===== config.mk =====
export PLATFORM = sky130hd
export DESIGN_NAME = fixed_divider
export DESIGN_NICKNAME = d
export VERILOG_FILES = /design/src/rtl/fixed_div_pkg.sv /design/src/rtl/div_step.sv /design/src/rtl/fixed_divider.sv
export SDC_FILE = /design/constraint.sdc
export NUM_CORES = 1
export LEC_CHECK = 0
export CAP_MARGIN = 20
export CELL_PAD_IN_SITES_DETAIL_PLACEMENT = 0
export CELL_PAD_IN_SITES_GLOBAL_PLACEMENT = 2
export CORE_MARGIN = 2
export CORE_UTILIZATION = 35
export DETAILED_ROUTE_END_ITERATION = 10
export GPL_TIMING_DRIVEN = 0
export MAX_ROUTING_LAYER = met4
export PLACE_DENSITY = 0.89
export REMOVE_ABC_BUFFERS = 1
export SLEW_MARGIN = 10
export SYNTH_ARGS = -nofsm -noshare
export SYNTH_HDL_FRONTEND = slang
export SYNTH_SLANG_ARGS = --single-unit

===== constraint.sdc =====
create_clock -name ctl_clk -period 2.32 [get_ports ctl_clk]
set_input_delay 0.58 -clock ctl_clk [delete_from_list [all_inputs] [get_ports ctl_clk]]
set_output_delay 0.58 -clock ctl_clk [all_outputs]
set_load 0.05 [all_outputs]

===== src/rtl/fixed_div_pkg.sv =====
// Shared definitions for the restoring fixed-point divider: state encoding and
// the width helper used to size the iteration counter.
package fixed_div_pkg;

    typedef logic [1:0] state_t;

    localparam state_t IDLE = 2'd0;
    localparam state_t CALC = 2'd1;
    localparam state_t FIN  = 2'd2;

    // Smallest width able to hold values 0..v-1; never narrower than one bit.
    function automatic int unsigned clog2(input int unsigned v);
        int unsigned r;
        r = 0;
        for (int i = 0; i < 32; i++) begin
            if ((32'd1 << i) < v) begin
                r = i + 1;
            end
        end
        return (r == 0) ? 1 : r;
    endfunction

endpackage


===== src/rtl/div_step.sv =====
// One restoring-division step: shift the next dividend bit into the remainder
// and subtract the divisor when it fits.
module div_step #(
    parameter int unsigned C_WIDTH = 8
) (
    input  logic [C_WIDTH:0]   rem_in,
    input  logic               dbit,
    input  logic [C_WIDTH-1:0] divisor,
    output logic [C_WIDTH:0]   rem_out,
    output logic               qbit
);

    logic [C_WIDTH:0] shifted;
    logic [C_WIDTH:0] diff;

    // The remainder stays below the divisor, so the shifted value fits in C_WIDTH+1
    // bits; a set top bit of rem_in still forces a subtraction.
    always_comb begin
        shifted = {rem_in[C_WIDTH-1:0], dbit};
        diff    = shifted - {1'b0, divisor};
        qbit    = rem_in[C_WIDTH] | (shifted >= {1'b0, divisor});
        rem_out = qbit ? diff : shifted;
    end

endmodule


===== src/rtl/fixed_divider.sv =====
// Sequential unsigned fixed-point divider y = a / b, one quotient bit per clock.
// FIXED_DIVIDER_SATURATE_EN: saturate y to all ones on overflow instead of wrapping.
module fixed_divider
    import fixed_div_pkg::*;
#(
    parameter int unsigned C_WIDTH     = 8,
    parameter int unsigned FIXED_POINT = 4
) (
    input  logic               ctl_clk,
    input  logic               reset,
    input  logic               trigger,
    input  logic [C_WIDTH-1:0] a,
    input  logic [C_WIDTH-1:0] b,
    output logic [C_WIDTH-1:0] y,
    output logic               ready,
    output logic               done,
    output logic               ovf,
    output logic               div_by_zero
);

    localparam int unsigned N  = C_WIDTH + FIXED_POINT;
    localparam int unsigned CW = clog2(N + 1);

    state_t state_q, state_d;

    logic [N-1:0]       d_q;
    logic [N-1:0]       q_q;
    logic [N-1:0]       q_next;
    logic [C_WIDTH:0]   r_q;
    logic [C_WIDTH:0]   r_next;
    logic [C_WIDTH-1:0] b_q;
    logic [CW-1:0]      cnt_q;
    logic [C_WIDTH-1:0] y_q;
    logic [C_WIDTH-1:0] y_calc;
    logic               ovf_q;
    logic               ovf_calc;
    logic               dbz_q;
    logic               qbit;
    logic               start;
    logic               b_zero;
    logic               last_step;

    div_step #(
        .C_WIDTH (C_WIDTH)
    ) u_step (
        .rem_in  (r_q),
        .dbit    (d_q[N-1]),
        .divisor (b_q),
        .rem_out (r_next),
        .qbit    (qbit)
    );

    assign b_zero    = (b == '0);
    assign start     = ready & trigger;
    assign last_step = (cnt_q == CW'(N - 1));

    always_comb begin
        q_next   = (q_q << 1) | N'(qbit);
        ovf_calc = ((q_next >> C_WIDTH) != '0);
`ifdef FIXED_DIVIDER_SATURATE_EN
        y_calc   = ovf_calc ? '1 : q_next[C_WIDTH-1:0];
`else
        y_calc   = q_next[C_WIDTH-1:0];
`endif
    end

    always_ff @(posedge ctl_clk or negedge reset) begin
        if (!reset) begin
            state_q <= IDLE;
        end else begin
            state_q <= state_d;
        end
    end

    always_comb begin
        state_d = state_q;
        case (state_q)
            IDLE: begin
                if (trigger) begin
                    state_d = b_zero ? FIN : CALC;
                end
            end
            CALC: begin
                if (last_step) begin
                    state_d = FIN;
                end
            end
            FIN: begin
                if (trigger) begin
                    state_d = b_zero ? FIN : CALC;
                end else begin
                    state_d = IDLE;
                end
            end
            default: state_d = IDLE;
        endcase
    end

    always_comb begin
        ready = (state_q != CALC);
        done  = (state_q == FIN);
    end

    // Result registers load on the edge entering FIN, so they change together with done.
    always_ff @(posedge ctl_clk or negedge reset) begin
        if (!reset) begin
            d_q   <= '0;
            q_q   <= '0;
            r_q   <= '0;
            b_q   <= '0;
            cnt_q <= '0;
            y_q   <= '0;
            ovf_q <= 1'b0;
            dbz_q <= 1'b0;
        end else if (start) begin
            d_q   <= N'(a) << FIXED_POINT;
            b_q   <= b;
            r_q   <= '0;
            q_q   <= '0;
            cnt_q <= '0;
            if (b_zero) begin
                y_q   <= '1;
                ovf_q <= 1'b1;
                dbz_q <= 1'b1;
            end else begin
                ovf_q <= 1'b0;
                dbz_q <= 1'b0;
            end
        end else if (state_q == CALC) begin
            d_q   <= d_q << 1;
            r_q   <= r_next;
            q_q   <= q_next;
            cnt_q <= cnt_q + CW'(1);
            if (last_step) begin
                y_q   <= y_calc;
                ovf_q <= ovf_calc;
            end
        end
    end

    assign y           = y_q;
    assign ovf         = ovf_q;
    assign div_by_zero = dbz_q;

endmodule


==> reports/qor.txt, run 1 <==
status: completed
Distinct cells, synth: 44
number of flops mapped to enable cells by yosys: 0
total number of yosys warnings: 0
Synth Register Bits: 52
DRT antenna net count: 0
R2R cell count: 6
area grow syn2layout: 20.8%
unrepaired setup endpoints after global routing: true
Clock Sinks: 52
Hold Crit Class: primary input to asynchronous set/reset pin
Mapped Area: 2690 sq um
kind of start point of the critical path: flip-flop
setup TNS: 0 ns
nets: 342
fmax: 433 MHz
Internal Power: 2790 uW
Residual DRC: 0
CP max stage cell: dfrtp_1
top post-synthesis cells by area: dfrtp_1 (48%), nand2_1 (8.2%), ha_1 (4.2%), mux2i_1 (4.1%), o21ai_0 (4.1%)
Finished Layout Cells: 413
Root Buffer: clkbuf_8
register share of total power: 0.306
Final Setup Violations: 0
Port Buf Inserts: 30
starting density of the core: 0.367
num rows: 31
Setup crit start: state_q[1]
maximum number of pins on one net before global-route repair: 35
initial antenna violation count: 0
top cell type by total area after synthesis: dfrtp_1
H-Tree Level Count: 2
die area: 8400 sq um
Die Width: 91.7 um
ys flop type: dfrtp_1
most instantiated cells after synthesis: nand2_1 (59), dfrtp_1 (52), o21ai_0 (22)
Net Sw Power: 2350 uW
Async SR Flop Fraction: 1.00
Slew Limit Fails: 0
Clock transition at path regs: 0.10 ns
Antenna Cells: 0
register area share after synthesis: 0.484
slowest stage delay, CP: 0.43 ns
GRT Total Usage: 0.164
Routed Wire Length: 6.34 mm
final core occ: 0.443
Hold Fails Final Rpt: 0
Gate Count Post-Synth: 285
Core Region: 7330 sq um
Leakage: 0.00145 uW
post-layout min period: 2.31 ns
routed vias/inst: 5.18
Tightest Pin Transition: 0.930 ns
clock network power share: 0.129
max-capacitance violation count: 0
vias in the first global route: 2,247
clk_skew: 0.00795 ns
FF-to-FF Start: r_q[5]
Cell Chain, Critical Path: and2b_4, clkinvlp_4, dlygate4sd2_1
CP Capture Type: primary output
syn_area_per_cell: 9.43 sq um
Overflow after GRT: 0
post-synth top area share: 0.484
Worst Path Max Fanout: 11
first-pass GRT wire length: 10.7 mm
switching share of power: 0.457
WP data arrival: 1.73 ns
io pins: 31
CTS buffer count: 5
Crit path required time: 1.74 ns
critical path type: flip-flop to primary output
Pre-antenna DRT Iters: 4
Final HPWL DP: 4.06 mm
share of cells above drive strength 1: 0.0924
Gate power share: 0.565
Slew headroom: 0.380
Post-Place Cells: 399
initial drt markers: 140
clock latency on the worst-skew pair: 0.31 ns
routability cong.: 0.814
routed len/inst: 15.4 um
reg2reg setup slack: 0.10 ns
clk buf depth: 2
fill cell count: 699
Worst R2R End: r_q[4]
P per Cell Area: 1580 nW/um^2
CTS tree: yes
final period utilization: 0.996
Worst VDD drop: 438 uV
Die Y: 91.7 um
vias: 2,141
count leader, synth: nand2_1
[worst max-delay path: cells and delay by family (launching register included)]
family                 cells  cell delay (ns)
DFF                        1             0.43
buffers and inverters      2             0.57
and+or+nand+nor            1             0.41
[per-layer routing]
| layer | vias to the layer above | GRT usage | part of all wire |
|---|---|---|---|
| li1 | 1045 | - | - |
| met1 | 1047 | 0.215 | 0.49 |
| met2 | 41 | 0.261 | 0.46 |
| met3 | 8 | 0.0271 | 0.032 |
| met4 | 0 | 0.0556 | 0.012 |
| met5 | - | - | 0 |
[power by group through the flow]
| stage | logic, uW | clock network (uW) | registers (uW) |
|---|---|---|---|
| finish | 2900 | 661 | 1570 |
| floorplan | 1750 | 0 | 1750 |
| global route | 3210 | 722 | 1630 |
| global placement | 2630 | 0 | 1560 |
| detailed placement | 2680 | 0 | 1580 |
| CTS | 2810 | 681 | 1570 |
[cell type report]
cell class / instances / area [sq um] / area share
multi-input combinational: 205 / 1310 / 0.402
inverter: 14 / 56.3 / 0.0173
clock inverter: 2 / 38.8 / 0.0119
timing repair inverter: 1 / 5.00 / 0.00154
timing repair buffer: 34 / 334 / 0.103
clock buffer: 6 / 82.6 / 0.0254
sequential: 52 / 1300 / 0.401
tap: 99 / 124 / 0.0381
[layout by cell type, fill, tap and decap left out, types with 2 or more instances in the layout]
cell,Yosys,layout
clkdlybuf4s50_1,0,26
clkbuf_8,0,6
o21a_1,2,2
nor2b_1,3,3
o31ai_1,3,2
mux2i_1,11,11
and2b_1,1,2
nor3_1,7,7
o221ai_1,2,2
nand2_1,59,59
nand3b_1,11,11
ha_1,9,9
o21ai_0,22,22
dfrtp_1,52,52
mux2_2,2,2
nor4_1,2,2
o22a_1,8,8
a21oi_2,2,2
nand3_1,8,8
buf_4,2,3
o21ai_1,2,2
a21oi_1,7,6
dlygate4sd2_1,0,3
inv_1,14,13
nor2_1,14,13
o211ai_1,2,2
nand2b_1,5,5
or4_1,2,2
a221o_1,4,4
[metrics by stage]
stage / power, uW / cell area (sq um) / worst slack [ns] / hold WS (ns)
2_1_floorplan: 3500 / 2610 / -0.445 / 0.284
3_3_place_gp: 4190 / 3030 / -1.37 / 0.461
3_5_place_dp: 4260 / 3050 / -0.712 / 0.477
4_1_cts: 5060 / 3220 / -0.0769 / 0.207
5_1_grt: 5560 / 3250 / -0.0529 / 0.219
6_report: 5130 / 3250 / 0.00916 / 0.197
[cells by family (layout without fill, tap and decap cells)]
logic type,count (synthesis),count (layout),share of synthesized area
DFF,52,52,0.484
muxes,13,13,0.0493
and+or+nand+nor,119,121,0.211
buffers and inverters,30,57,0.0498
xor gates and xnor gates,2,2,0.00652
adders and majority gates,10,10,0.0493
AOI/OAI and AO/OA,59,59,0.150
[state kept, by name (all words and copies together) (netlist names)]
name         count
cnt_q            4
ovf              1
b_q              8
q_q             11
y                8
r_q              9
state_q          2
d_q              8
div_by_zero      1
[how the worst max path moves through the flow]
| stage | end | slack (ns) |
|---|---|---|
| final | ready | 0.009 |
| after global routing | ready | -0.05 |
| after CTS | ready | -0.08 |
| after detailed placement | ready | -0.71 |
| after global placement | ready | -1.37 |
| after floorplan | ovf | -0.45 |
[repair_timing]
item,4_1_cts,5_1_grt
endpoints found under the setup margin,31,6
buffers inserted,1,2
resized for setup,10,2
hold buffers,0,0
pin swaps,0,2
gates cloned,2,1
(Power assumes the default switching activity.)
==> run 2, diff against run 1 <==
CORE_UTILIZATION = 25   (was 35)
PLACE_DENSITY = 0.7   (was 0.89)
==> run 2 against run 1 <==
Compared with the run above: flip-flop and latch count stayed put; power is 4.0% lower; sequential share of layout area hardly changed; non-clock buffer count is 1 lower; worst setup slack better by 0.11 ns; routed wire length is 5.0% higher; register-to-register slack hardly changed; final area is 0.12% lower.
==> reports/qor.txt, run 2 (synthesized netlist as in run 1, its figures left out) <==
num rows: 37 (was 31)
initial antenna violation count: 0 (unchanged)
Hold Crit Class: primary input to asynchronous set/reset pin (unchanged)
clock latency on the worst-skew pair: 0.31 ns (about the same)
H-Tree Level Count: 2 (unchanged)
fmax: 453 MHz (was 433 MHz)
die area: 11,600 sq um (was 8400 sq um)
setup TNS: 0 ns (unchanged)
DRT antenna net count: 0 (unchanged)
nets: 341 (was 342)
commonest non-fill, non-tap cells in the layout: nand2_1 (59), dfrtp_1 (52), clkdlybuf4s50_1 (26) (unchanged)
Crit path required time: 2.52 ns (was 1.74 ns)
first-pass GRT wire length: 11.1 mm (was 10.7 mm)
starting density of the core: 0.259 (was 0.367)
post-layout min period: 2.21 ns (was 2.31 ns)
vias in the first global route: 2,102 (was 2,247)
final period utilization: 0.951 (was 0.996)
vias: 2,120 (was 2,141)
most common cell after layout, fill and taps aside: nand2_1 (unchanged)
area grow syn2layout: 20.7% (was 20.8%)
Pre-antenna DRT Iters: 4 (unchanged)
Overflow after GRT: 0 (unchanged)
CTS tree: yes (unchanged)
status: completed (unchanged)
P per Cell Area: 1520 nW/um^2 (was 1580 nW/um^2)
CP Capture Type: flip-flop (was primary output)
Final Setup Violations: 0 (unchanged)
WP data arrival: 2.41 ns (was 1.73 ns)
Clock Sinks: 52 (unchanged)
Residual DRC: 0 (unchanged)
total power: 4930 uW (was 5130 uW)
Antenna Cells: 0 (unchanged)
Routed Wire Length: 6.66 mm (was 6.34 mm)
CTS buffer count: 5 (unchanged)
R2R cell count: 7 (was 6)
Root Buffer: clkbuf_8 (unchanged)
maximum number of pins on one net before global-route repair: 33 (was 35)
final worst setup slack: 0.114 ns (was 0.00916 ns)
Clock transition at path regs: 0.10 ns (about the same)
Final HPWL DP: 4.31 mm (was 4.06 mm)
CTS Hold Bufs: 0 (unchanged)
max-capacitance violation count: 0 (unchanged)
worst slack, placed: -0.722 ns (was -0.712 ns)
io pins: 31 (unchanged)
Leakage: 0.00142 uW (was 0.00145 uW)
cell area after layout: 3240 sq um (was 3250 sq um)
FF-to-FF Start: b_q[0] (was r_q[5])
most flop-heavy register: q_q (unchanged)
Worst R2R End: r_q[8] (was r_q[4])
Core Region: 10,400 sq um (was 7330 sq um)
Port Buf Inserts: 30 (unchanged)
unrepaired setup endpoints after global routing: false (was true)
kind of start point of the critical path: flip-flop (unchanged)
Worst Path Max Fanout: 3 (was 11)
critical path type: flip-flop to flip-flop (was flip-flop to primary output)
Post-Place Cells: 437 (was 399)
Die Width: 108 um (was 91.7 um)
top flop regs: q_q (11), r_q (9) (unchanged)
Tightest Pin Transition: 0.720 ns (was 0.930 ns)
reg2reg setup slack: 0.11 ns (was 0.10 ns)
GRT Total Usage: 0.126 (was 0.164)
clk_skew: 0.0115 ns (was 0.00795 ns)
routability cong.: 0.759 (was 0.814)
clk buf depth: 2 (unchanged)
Slew Limit Fails: 0 (unchanged)
Slew headroom: 0.520 (was 0.380)
DP Area: 3110 sq um (was 3050 sq um)
routed vias/inst: 4.73 (was 5.18)
initial drt markers: 135 (was 140)
share of cells above drive strength 1: 0.0962 (was 0.0924)
Die Y: 108 um (was 91.7 um)
Hold Fails Final Rpt: 0 (unchanged)
Largest register FFs: 11 (unchanged)
Finished Layout Cells: 448 (was 413)
Worst VDD drop: 491 uV (was 438 uV)
routed len/inst: 14.9 um (was 15.4 um)
[run 2: changes by cell type in the layout (fill, tap and decap cells not counted)]
cell	previous run	this run
clkbuf_2	0	2
dlygate4sd2_1	3	1
buf_4	3	2
bufinv_16	1	0
clkbuf_8	6	5
clkinv_2	0	1
clkinv_4	1	0
clkinvlp_4	1	2
nor3_1	7	6
nor3_2	0	1
[run 2: per-layer routing]
| layer | up-vias | part of all wire | GRT usage | routed length [um] |
|---|---|---|---|---|
| met4 | 0 | 0.012 | 0.0302 | 77 |
| met5 | - | 0 | - | 0 |
| met1 | 1032 | 0.51 | 0.185 | 3420 |
| met3 | 7 | 0.034 | 0.0200 | 224 |
| met2 | 38 | 0.44 | 0.179 | 2940 |
| li1 | 1043 | - | - | - |
[run 2: per-stage QoR]
| stage | hold WS, ns | util |
|---|---|---|
| global placement | 0.461 | 0.297 |
| global route | 0.253 | 0.313 |
| floorplan | 0.284 | - |
| finish | 0.229 | 0.313 |
| CTS | 0.242 | 0.312 |
| detailed placement | 0.473 | 0.300 |
[run 2: what timing repair did]
action	4_1_cts	5_1_grt
resized for setup	10	7
setup endpoints to repair	31	13
pin swaps	0	1
buffers inserted	1	0
gates cloned	3	0
[run 2: cell type report]
cell class,count,area [sq um]
timing repair buffer,33,319
sequential,52,1300
clock buffer,5,68.8
clock inverter,2,12.5
fill,1123,7130
inverter,14,56.3
tap,136,170
multi-input combinational,205,1310
timing repair inverter,1,5.00
[run 2: worst max-delay path, stage by stage, from the launching register on]
cell      delay (ns)
dfrtp_1         0.42
ha_1            0.24
fa_1            0.39
nand2b_1        0.19
a21oi_2         0.26
nor2b_1         0.21
mux2i_1         0.11
o41ai_2         0.30
[run 2: how the worst max path moves through the flow]
stage,start,endpoint,slack [ns],cells after the start
2_1_floorplan,state_q[1],ovf,-0.45,6
3_3_place_gp,state_q[1],ready,-1.38,3
3_5_place_dp,state_q[1],ready,-0.72,3
6_report,b_q[0],r_q[8],0.11,7
5_1_grt,d_q[11],r_q[8],0.02,8
4_1_cts,state_q[1],ready,-0.08,3
[run 2: power breakdown]
part / switching, uW / internal [uW] / total [uW]
sequential: 280 / 1300 / 1580
clock: 295 / 205 / 500
combinational: 1740 / 1110 / 2850
total: 2310 / 2620 / 4930
